[src/rtl/imem_port_arbiter.sv]
// Instruction-memory port arbiter: shares one single-port SRAM between a
// fetch read stream (with a small response FIFO) and a program-load writer.
// Requests are granted round-robin. A read's data is returned one cycle after
// its grant and queued in order.
module imem_port_arbiter #(
  parameter int unsigned ADDR_WIDTH = 8,
  parameter int unsigned DATA_WIDTH = 32,
  parameter int unsigned RSP_DEPTH  = 2
) (
  input  logic                  clk0,
  input  logic                  rst,
  input  logic                  fetch_req_valid,
  output logic                  fetch_req_ready,
  input  logic [ADDR_WIDTH-1:0] fetch_addr,
  output logic                  fetch_rsp_valid,
  input  logic                  fetch_rsp_ready,
  output logic [DATA_WIDTH-1:0] fetch_rsp_data,
  input  logic                  fetch_flush,
  input  logic                  wr_valid,
  output logic                  wr_ready,
  input  logic [ADDR_WIDTH-1:0] wr_addr,
  input  logic [DATA_WIDTH-1:0] wr_data,
  output logic                  sram_csb0,
  output logic                  sram_web0,
  output logic [ADDR_WIDTH-1:0] sram_addr0,
  output logic [DATA_WIDTH-1:0] sram_din0,
  input  logic [DATA_WIDTH-1:0] sram_dout0
);

  localparam int unsigned PtrW = (RSP_DEPTH > 1) ? $clog2(RSP_DEPTH) : 1;
  localparam int unsigned CntW = $clog2(RSP_DEPTH + 1);
  localparam int unsigned OccW = CntW + 1;

  typedef enum logic {
    GrantRead  = 1'b0,
    GrantWrite = 1'b1
  } grant_e;

  logic [DATA_WIDTH-1:0] fifo_q [RSP_DEPTH];
  logic [PtrW-1:0]       rd_ptr_q, rd_ptr_d;
  logic [PtrW-1:0]       wr_ptr_q, wr_ptr_d;
  logic [CntW-1:0]       count_q, count_d;
  logic                  inflight_q, inflight_d;
  grant_e                last_grant_q, last_grant_d;

  logic            pop, push;
  logic            rd_elig, wr_elig;
  logic            grant_rd, grant_wr;
  logic [OccW-1:0] occupancy;

  function automatic logic [PtrW-1:0] ptr_inc(input logic [PtrW-1:0] p);
    return (p == PtrW'(RSP_DEPTH - 1)) ? '0 : p + PtrW'(1);
  endfunction

  // FIFO head status, eligibility and round-robin grant selection.
  always_comb begin
    fetch_rsp_valid = ~rst & (count_q != '0);
    fetch_rsp_data  = fifo_q[rd_ptr_q];
    pop             = fetch_rsp_valid & fetch_rsp_ready;
    // A slot is needed for every read already queued or still in the SRAM.
    occupancy       = OccW'(count_q) + OccW'(inflight_q);
    rd_elig         = ~rst & fetch_req_valid & ~fetch_flush &
                      (occupancy < OccW'(RSP_DEPTH) + OccW'(pop));
    wr_elig         = ~rst & wr_valid;
    grant_rd        = 1'b0;
    grant_wr        = 1'b0;
    if (rd_elig && wr_elig) begin
      if (last_grant_q == GrantWrite) grant_rd = 1'b1;
      else                            grant_wr = 1'b1;
    end else begin
      grant_rd = rd_elig;
      grant_wr = wr_elig;
    end
  end

  // SRAM command and handshake outputs, idle unless a grant is made.
  always_comb begin
    sram_csb0       = 1'b1;
    sram_web0       = 1'b1;
    sram_addr0      = '0;
    sram_din0       = '0;
    fetch_req_ready = grant_rd;
    wr_ready        = grant_wr;
    if (grant_rd) begin
      sram_csb0  = 1'b0;
      sram_addr0 = fetch_addr;
    end else if (grant_wr) begin
      sram_csb0  = 1'b0;
      sram_web0  = 1'b0;
      sram_addr0 = wr_addr;
      sram_din0  = wr_data;
    end
  end

  // Next-state for FIFO pointers/count, in-flight flag and arbitration history.
  always_comb begin
    // Read data lands this edge unless a flush discards it.
    push         = inflight_q & ~fetch_flush & ~rst;
    rd_ptr_d     = rd_ptr_q;
    wr_ptr_d     = wr_ptr_q;
    count_d      = count_q;
    inflight_d   = grant_rd;
    last_grant_d = last_grant_q;
    if (grant_rd)      last_grant_d = GrantRead;
    else if (grant_wr) last_grant_d = GrantWrite;
    if (fetch_flush) begin
      rd_ptr_d = '0;
      wr_ptr_d = '0;
      count_d  = '0;
    end else begin
      if (push) wr_ptr_d = ptr_inc(wr_ptr_q);
      if (pop)  rd_ptr_d = ptr_inc(rd_ptr_q);
      if (push && !pop)      count_d = count_q + CntW'(1);
      else if (!push && pop) count_d = count_q - CntW'(1);
    end
  end

  // Control state register with synchronous reset.
  always_ff @(posedge clk0) begin
    if (rst) begin
      rd_ptr_q     <= '0;
      wr_ptr_q     <= '0;
      count_q      <= '0;
      inflight_q   <= 1'b0;
      last_grant_q <= GrantWrite;
    end else begin
      rd_ptr_q     <= rd_ptr_d;
      wr_ptr_q     <= wr_ptr_d;
      count_q      <= count_d;
      inflight_q   <= inflight_d;
      last_grant_q <= last_grant_d;
    end
  end

  // Response storage; contents are meaningless while the count says empty.
  always_ff @(posedge clk0) begin
    if (push) fifo_q[wr_ptr_q] <= sram_dout0;
  end

endmodule

[config.mk]
export PLATFORM = sky130hd
export DESIGN_NAME = imem_port_arbiter
export DESIGN_NICKNAME = d
export VERILOG_FILES = /design/src/rtl/imem_port_arbiter.sv
export SDC_FILE = /design/constraint.sdc
export NUM_CORES = 1
export LEC_CHECK = 0
export ABC_AREA = 0
export CORE_MARGIN = 2
export CORE_UTILIZATION = 39
export CTS_CLUSTER_SIZE = 40
export DETAILED_ROUTE_END_ITERATION = 6
export GPL_TIMING_DRIVEN = 0
export PLACE_DENSITY = 0.89
export SETUP_SLACK_MARGIN = 0.05
export SYNTH_ARGS = -nofsm -noshare
export SYNTH_HDL_FRONTEND = slang
export SYNTH_SLANG_ARGS = --single-unit
export TNS_END_PERCENT = 50
[constraint.sdc]
create_clock -name clk0 -period 3.2 [get_ports clk0]
set_input_delay 0.8 -clock clk0 [delete_from_list [all_inputs] [get_ports clk0]]
set_output_delay 0.8 -clock clk0 [all_outputs]
set_load 0.05 [all_outputs]
Word level (Yosys, flattened, before mapping)
Memories as Yosys holds them, arrays and structs flattened. A register that Yosys moved wholly into a read port is not among the register bits.
Index checks and enable logic that the tools add are counted.
{"block": "word_totals", "out_inout_bits": 77, "n_memories": 1, "regBits": 6, "input_bits": 86, "mem_bits_rw": 64}
{"memory": "fifo_q", "words": 2, "width": 32, "read_ports": 1, "rd_ports_with_merged_regs": 1, "wr": 1, "line_no": "39", "source": "logic [DATA_WIDTH-1:0] fifo_q [RSP_DEPTH];"}
{"block": "op_classes", "muxes": 21, "n_lt_le_gt_ge": 1, "addsub": 6, "n_reduce_logical": 9, "bitwise_logic": 10}
{"op": "$mux 32", "n": 2}
{"op": "$mux 8", "n": 2}
{"op": "$mux 1", "n": 15}
{"op": "$and 1x1->1", "n": 8}
{"op": "$reduce_bool 2->1", "n": 3}
{"op": "$mux 2", "n": 2}
{"op": "$add 2x1->3", "n": 1}
{"op": "$add 2x1->3 const A", "n": 1}
{"op": "$logic_and 1x1->1", "n": 3}
{"op": "$lt 3x3->1", "n": 1}
{"op": "$add 1x1->1 const B", "n": 2}
{"op": "$add 2x1->2 const B", "n": 1}
{"op": "$logic_not 1->1", "n": 2}
{"op": "$not 1->1", "n": 2}
{"op": "$reduce_or 2->1", "n": 1}
{"op": "$sub 2x1->2 const B", "n": 1}

Logic depth before layout (Yosys ltp)
Gate-level depths: netlist (run 1).
{"block": "depth", "ltp_word": 10, "ltp_mapped": 7, "mapped_depth_nobuf": 6}

Worst setup path after synthesis (run 1)
Ideal clock, no wire load.
{"block": "synth_path", "kind": "input port to output port", "startpoint": "input rst", "endpoint": "output sram_addr0[1]", "arrival_time_ps": 2533, "required_time_ps": 2400, "path_stages": 4, "slack_ps": -133, "path_buffers": 0, "path_cell_list": "o21ba_4 -> a31oi_4 -> a211oi_4 -> a22o_1"}
{"item": "start, declared", "line_no": "11", "source": "input logic rst,"}
{"item": "$not 1->1 *", "line_no": "57, 62, 64"}
{"item": "$and 1x1->1", "line_no": "57", "source": "fetch_rsp_valid = ~rst & (count_q != '0);"}
{"item": "$and 1x1->1", "line_no": "59", "source": "pop = fetch_rsp_valid & fetch_rsp_ready;"}
{"item": "$add 2x1->3", "line_no": "63", "source": "(occupancy < OccW'(RSP_DEPTH) + OccW'(pop));"}
{"item": "$lt 3x3->1", "line_no": "63"}
{"item": "$and 1x1->1", "line_no": "62", "source": "rd_elig = ~rst & fetch_req_valid & ~fetch_flush &"}
{"item": "$logic_and 1x1->1", "line_no": "67", "source": "if (rd_elig && wr_elig) begin"}
{"item": "$mux 1 *", "line_no": "67"}
{"item": "net fetch_req_ready", "line_no": "13", "source": "output logic fetch_req_ready,"}
{"item": "$mux 8 *", "line_no": "84", "source": "if (grant_rd) begin"}
{"item": "end, declared", "line_no": "25", "source": "output logic [ADDR_WIDTH-1:0] sram_addr0,"}
Mark *: on every way through the listed nets, which the timed path passes. The rest lies on a longest branch.

Worst setup path in the final report (run 1)
{"block": "layout_path", "startpoint": "input wr_valid", "endpoint": "output sram_din0[16]"}
{"block": "layout_via", "elab_chain_len": 5}
{"item": "start, declared", "line_no": "19", "source": "input logic wr_valid,"}
{"item": "$and 1x1->1 *", "line_no": "64", "source": "wr_elig = ~rst & wr_valid;"}
{"item": "$logic_and 1x1->1", "line_no": "67"}
{"item": "$mux 1", "line_no": "67"}
{"item": "$mux 32", "line_no": "87", "source": "end else if (grant_wr) begin"}
{"item": "$mux 32 *", "line_no": "84"}
{"item": "end, declared", "line_no": "26", "source": "output logic [DATA_WIDTH-1:0] sram_din0,"}
Every way passes the cells marked *; elsewhere a longest branch is shown, timed or not.

==> key figures, run 1 <==
Power and ir drop
  • Combinational Power Share: between 10% and 20%
  • Power per cell area: 394.5 nW/µm²
  • Power share of the sequential group: between 50% and 60%
  • Net Sw Frac: 26.07%
  • Internal Power: 1.466 mW
  • Peak supply drop: 0.0001722 V
  • Design Power: 1.983 mW
  • Clock share of power: 31.3%
  • Leakage power: 1.888 nW
  • NetSw: 0.5170 mW

Routing
  • DR iter-0 viols: 46
  • DRT met1 WL: between 2000 and 3000 µm
  • # DRC: 0
  • Highest metal used: met4
  • Detail Route Antenna Nets: 0
  • Pre-Repair DR Iteration Count: 4
  • Routed wl met2: 4202 µm
  • Final wirelength: ~8100 µm
  • Via Count: 2256
  • DR WL met3: 704 µm
  • Drt wl/cell: 17.02 µm
  • DR vias/cell: 4.749

Clock tree
  • CTS tree: built
  • Max H-tree Level: 3
  • CTS root buffer: clkbuf_8
  • Reg clk slew, reported paths: 70 ps
  • CTS Sinks: 71
  • Hold_buf cts: 0
  • Clock latency on the worst-skew pair: 340 ps
  • CTS Buf Count: 9
  • Clock Path Buffers: 2

Yosys
  • Mapped Area: around 3100 µm²
  • FF+latch count, synth: 71
  • Simple-gate share of the synthesized area: 10.23%
  • Sequential-to-total area share from yosys stat: between 60% and 70%
  • Synth Warn #: 0
  • Mapped Cells: 187
  • Post-synth top area share: 62.87%
  • Synth Area in Adders: 1.228%
  • Synth Net Count: 276
  • Syn avg cell area: 16.35 µm²
  • Largest area contributor in the netlist: edfxtp_1
  • Dominant register cell in the synthesized netlist: edfxtp_1
  • Post-synth ARST share: 0%
  • Yosys cell types: 31
  • Top-count cell post-synth: edfxtp_1
  • Synth cell count leaders: 64 x edfxtp_1, 32 x mux2_2, 29 x and2_1, 8 x nor2_1, 7 x dfxtp_1
  • EDFF count, synth: 64
  • Largest family of logic cells by synthesized area: multiplexers
  • Mux contribution to synthesized area: a little under an eighth
  • Compound-Gate Fraction of Synth Area: 5.649%
  • Top cells by area, synth: edfxtp_1 63%, mux2_2 12%, and2_1 5.9%
  • Synth Area in XOR/XNOR: 1.146%

Timing
  • Worst slew pin tran: 790.5 ps
  • # setup viols final: 0
  • Max-slew violations: 0
  • RSZ-0062 raised after global routing: true
  • Fin crit period: 3091 ps
  • Post-Route Skew: 7.364 ps
  • Hold Fails Final Rpt: 0
  • Relative slew slack: 47.30%
  • Setup WS post-layout: 109.2 ps
  • Final Cycle Share: 96.59%
  • Achievable Freq: 323.5 MHz
  • Min Hold Slack: 528.6 ps

Floorplan
  • Die footprint: 8562 µm²
  • Core area: 7647 µm²
  • FP Rows: 32
  • Initial Utilization: 39.97%
  • Die height: 92.53 µm
  • Io pins: 163
  • Die Width: roughly 93 µm

Worst setup path
  • Crit path arrival time: 2290 ps
  • R2R Setup Slk: 1410 ps
  • RR Startpoint: count_q[0]$_SDFFE_PP0P_
  • FF-to-FF End: count_q[1]$_SDFFE_PP0P_
  • Kind of critical path: input pin to primary output
  • Crit end category: primary output
  • Buf/Inv on CP: 3
  • Max incr delay on CP: 500 ps
  • CP Launch Type: input pin
  • Worst-path maximum fanout: 10
  • Reg2Reg Depth: 7
  • Critical Path, Cell by Cell: clkdlybuf4s50_1 > nor2b_4 > o31a_4 > buf_6 > and2_1 > buf_2
  • Req. time, crit path: 2400 ps
  • CP delay by family, top: buffers and inverters
  • Crit path max-delay cell type: clkdlybuf4s50_1

Cells and area
  • Layout cells sized above 1: 35.75%
  • Nets@finish: 456
  • Layout area overhead: 64.43%
  • Layout Cells excl Fill: 475

GRT
  • Initial antenna violation count: 1
  • Total GRT Usage: between 10% and 20%
  • Largest net degree at the start of global routing: 33
  • Global-route wire length before repair: 12230 µm
  • Vias in the first global route: 2370
  • Gr ovfl total: 0

Worst hold path
  • Worst Hold Launch: last_grant_q$_SDFFE_PP1P_
  • Worst Hold Class: flip-flop to flip-flop
  • WHS Endpoint: last_grant_q$_SDFFE_PP1P_
  • Worst hold stages: 2

Place
  • DPL Wire Length: 6007 µm
  • Pre-CTS WS: -826.9 ps
  • Routability congestion estimate: 0.8152
  • Port bufs: about 160
  • Post-placement cell count: 452

Run
  • Max_cap viols: 0

Status
  • Status: completed
-- worst max path at each step --
stage	slack, ps	endpoint	cells past startpoint	start
2_1_floorplan	40	sram_addr0[0]	4	rst
3_3_place_gp	-1180	fifo_q[0][19]$_DFFE_PP_	4	rst
3_5_place_dp	-830	sram_addr0[3]	6	rst
4_1_cts	40	sram_din0[15]	6	wr_valid
5_1_grt	40	fetch_rsp_data[12]	4	flip-flop
6_report	110	sram_din0[16]	6	wr_valid
-- cells in the final DEF (no fill, tap or decap), types with 5 or more instances in the layout --
cell,n
a22o_2,6
and2_1,29
buf_2,15
buf_4,19
buf_6,16
clkbuf_4,5
clkbuf_8,9
clkdlybuf4s50_1,114
dfxtp_1,5
edfxtp_1,64
mux2_2,32
nor2_1,8
-- state kept, by name (all words and copies together), names as in the netlist, named ones only --
register / flops
inflight_q: 1
fifo_q: 64
last_grant_q: 1
count_q: 2
rd_ptr_q: 1
wr_ptr_q: 1
-- stage by stage --
stage          utilization [%]  area, µm²  TNS (ps)
4_1_cts                  65.53       5011         0
3_3_place_gp             62.94       4813    -67960
3_5_place_dp             63.32       4842    -31740
6_report                 65.72       5026         0
5_1_grt                  65.72       5026         0
2_1_floorplan                -       3064         0
-- cell type report --
class / instances / area [µm²]
fill: 551 / 2621
sequential: 71 / 2067
timing repair buffer: 169 / 1602
multi-input combinational: 105 / 978.4
tap: 102 / 127.6
clock buffer: 9 / 123.9
buffer: 9 / 68.82
clock inverter: 7 / 48.80
inverter: 2 / 7.507
antenna: 1 / 2.502
-- power groups by stage --
| stage | Combinational, mW | Clock, mW | Sequential, mW |
|---|---|---|---|
| 4_1_cts | 0.343 | 0.644 | 1.02 |
| 6_report | 0.344 | 0.621 | 1.02 |
| 3_3_place_gp | 0.335 | 0 | 1.04 |
| 3_5_place_dp | 0.339 | 0 | 1.04 |
| 5_1_grt | 0.360 | 0.681 | 1.02 |
| 2_1_floorplan | 0.162 | 0 | 1.04 |
-- routing by layer --
layer,vias to the layer above,track usage (%)
met5,-,0
met4,0,9.453
met3,16,6.184
met2,129,33.52
met1,1059,20.80
li1,1052,-
-- repair_timing --
item	4_1_cts	5_1_grt
pin swaps	5	1
gates cloned	1	0
buffers inserted	5	0
resized for setup	275	7
endpoints found under the setup margin	45	45
hold endpoints to repair	0	0
-- worst register-to-register path: cells and delay by family, from the launching register on --
kind	cells	cell delay [ps]
and+or+nand+nor	2	460
buffers and inverters	2	280
DFF	1	350
adders and majority gates	1	280
AOI/OAI and AO/OA	2	360
-- cells by family (layout without fill, tap and decap cells) --
family,count (synthesis),in the layout
and+or+nand+nor,50,50
adders and majority gates,3,3
other,0,1
xor gates and xnor gates,4,4
muxes,32,32
DFF,71,71
buffers and inverters,11,196
AOI/OAI and AO/OA,16,16
(Power assumes the default switching activity.)
==> run 2: changes to the inputs <==
MAX_ROUTING_LAYER = met4   (was unset)
==> run 2 against run 1 <==
Against the previous run:
- non-clock buffer count did not move
- first-iteration DRC count down 2.2%
- final cell count stayed put
- clock skew shrank 1.4 ps
- combinational power hardly changed
- largest power group unchanged
- wire length down 0.33%
- total power about the same
- clock power is essentially flat
- sequential power about the same
- final area unchanged
- via count is 0.18% lower
- flip-flop and latch count stayed put
==> key figures, run 2 (synthesized netlist as in run 1, its figures left out) <==
Power and ir drop
  • Power share of the sequential group: 51.3% (about the same)
  • Internal Power: 1.466 mW (about the same)
  • Net Sw Frac: 26.08% (was 26.07%)
  • Peak supply drop: 0.0001725 V (was 0.0001722 V)
  • Power per cell area: 394.6 nW/µm² (was 394.5 nW/µm²)
  • Clock share of power: 31.3% (about the same)
  • Combinational Power Share: 17.4% (about the same)
  • NetSw: 0.5172 mW (was 0.5170 mW)
  • Design Power: 1.983 mW (about the same)
  • Leakage power: 1.888 nW (unchanged)

Status
  • Status: completed (unchanged)

Place
  • Pre-CTS WS: -826.9 ps (unchanged)
  • DPL Wire Length: 6007 µm (unchanged)
  • Post-placement cell count: 452 (unchanged)
  • Routability congestion estimate: 0.8273 (was 0.8152)
  • Port bufs: 162 (unchanged)
  • Area after DPL: 4842 µm² (unchanged)

Clock tree
  • Reg clk slew, reported paths: 70 ps (about the same)
  • CTS Buf Count: 9 (unchanged)
  • Clock Path Buffers: 2 (unchanged)
  • Max H-tree Level: 3 (unchanged)
  • Clock latency on the worst-skew pair: 340 ps (about the same)
  • CTS tree: built (unchanged)
  • CTS Sinks: 71 (unchanged)
  • Hold_buf cts: 0 (unchanged)
  • CTS root buffer: clkbuf_8 (unchanged)

Worst setup path
  • CP Launch Type: input pin (unchanged)
  • Crit path arrival time: 2290 ps (about the same)
  • Worst-path maximum fanout: 10 (unchanged)
  • Kind of critical path: input pin to primary output (unchanged)
  • Crit end category: primary output (unchanged)
  • Req. time, crit path: 2400 ps (about the same)

GRT
  • Largest net degree at the start of global routing: 33 (unchanged)
  • Most used routing layer: met2 (unchanged)
  • Vias in the first global route: 2369 (was 2370)
  • Gr ovfl total: 0 (unchanged)
  • M3 GR Usage: 7.079% (was 6.184%)
  • Total GRT Usage: 19.72% (was 19.15%)
  • Grt met1 use: 21.34% (was 20.80%)
  • Global-route wire length before repair: 12230 µm (unchanged)
  • GR Layer Usage met2: 33.45% (was 33.52%)
  • Initial antenna violation count: 1 (unchanged)

Timing
  • Relative slew slack: 47.92% (was 47.30%)
  • Hold Fails Final Rpt: 0 (unchanged)
  • Achievable Freq: 323.5 MHz (about the same)
  • Post-Route Skew: 5.941 ps (was 7.364 ps)
  • RSZ-0062 raised after global routing: true (unchanged)
  • Max-slew violations: 0 (unchanged)
  • Worst slew pin tran: 781.2 ps (was 790.5 ps)
  • Setup WS post-layout: 108.7 ps (was 109.2 ps)
  • # setup viols final: 0 (unchanged)
  • Fin crit period: 3091 ps (about the same)
  • Final Cycle Share: 96.60% (was 96.59%)

Cells and area
  • Number of fill cells: 551 (unchanged)
  • Seq. cell area: 2067 µm² (unchanged)
  • Area of the multi-input gates: 978.4 µm² (unchanged)
  • Commonest non-fill, non-tap cell in the layout: clkdlybuf4s50_1 (unchanged)
  • Max FFs per register: 64 (unchanged)
  • Fin area: 5026 µm² (unchanged)
  • Most flops, register: fifo_q (unchanged)
  • Layout area overhead: 64.43% (unchanged)
  • Most frequent cells in the layout: 114 x clkdlybuf4s50_1, 64 x edfxtp_1, 32 x mux2_2, 29 x and2_1, 19 x buf_4 (unchanged)
  • Nets@finish: 456 (unchanged)
  • Layout cells sized above 1: 35.75% (unchanged)
  • Layout Cells excl Fill: 475 (unchanged)
  • Largest registers: fifo_q: 64 flops, count_q: 2 flops (unchanged)
  • Layout Utilization: 65.72% (unchanged)

Floorplan
  • Die footprint: 8562 µm² (unchanged)
  • Initial Utilization: 39.97% (unchanged)
  • Io pins: 163 (unchanged)
  • Die height: 92.53 µm (unchanged)
  • Core area: 7647 µm² (unchanged)
  • FP Rows: 32 (unchanged)
  • Die Width: 92.53 µm (unchanged)

Routing
  • Pre-Repair DR Iteration Count: 4 (unchanged)
  • DR iter-0 viols: 45 (was 46)
  • Drt wl/cell: 16.96 µm (was 17.02 µm)
  • Final wirelength: 8057 µm (was 8084 µm)
  • Via Count: 2252 (was 2256)
  • Detail Route Antenna Nets: 0 (unchanged)
  • DR vias/cell: 4.741 (was 4.749)
  • # DRC: 0 (unchanged)

Worst hold path
  • Worst Hold Class: flip-flop to flip-flop (unchanged)

Run
  • Max_cap viols: 0 (unchanged)
run 2: cell counts in the layout (fill, tap and decap cells not counted):
No cell type changed its count.
run 2: metal layers:
| layer | wire, µm | up-vias |
|---|---|---|
| met5 | 0 | - |
| met4 | 169 | 0 |
| met3 | 669 | 18 |
| met2 | 4140 | 126 |
| met1 | 3078 | 1055 |
| li1 | - | 1053 |
run 2: area by class of cell:
class,count,area share (%)
diodes,1,0.04979
plain buffers,9,1.369
clock buffers,9,2.465
clock inverters,7,0.9709
inverters,2,0.1494
multi-input cells,105,19.47
flip-flops and latches,71,41.13
well taps,102,2.539
repair buffers,169,31.86
run 2: path summary, 6_finish.rpt:
kind,start,depth (start not counted),end,slack (ps)
worst max register to register,count_q[0]$_SDFFE_PP0P_,7,count_q[1]$_SDFFE_PP0P_,1410
worst min-delay path,rd_ptr_q$_SDFFE_PP0N_,2,flip-flop,520
worst min register to register,rd_ptr_q$_SDFFE_PP0N_,2,flip-flop,520
worst max-delay path,wr_valid,6,sram_din0[16],110
run 2: power by group through the flow:
stage	clock network, mW	registers, mW	logic (mW)
2_1_floorplan	0	1.04	0.162
3_3_place_gp	0	1.04	0.335
3_5_place_dp	0	1.04	0.339
4_1_cts	0.644	1.02	0.343
5_1_grt	0.685	1.02	0.360
6_report	0.621	1.02	0.344
run 2: critical path, stage by stage:
cell and delay [ps]:
clkdlybuf4s50_1 500, nor2b_4 230, o31a_4 240, buf_6 140, and2_1 130, buf_2 260
run 2: through the flow:
stage	setup TNS, ps	hold WS [ps]
after floorplan	0	466.7
after global placement	-67960	488.6
after detailed placement	-31740	509.8
after CTS	0	526.3
after global routing	0	549.6
final	0	523.6
run 2: repair_timing:
item | 4_1_cts | 5_1_grt
cloned | 1 | 0
endpoints found under the setup margin | 45 | 49
setup buffers | 5 | 0
gates resized for setup | 275 | 7
pin swaps | 5 | 1
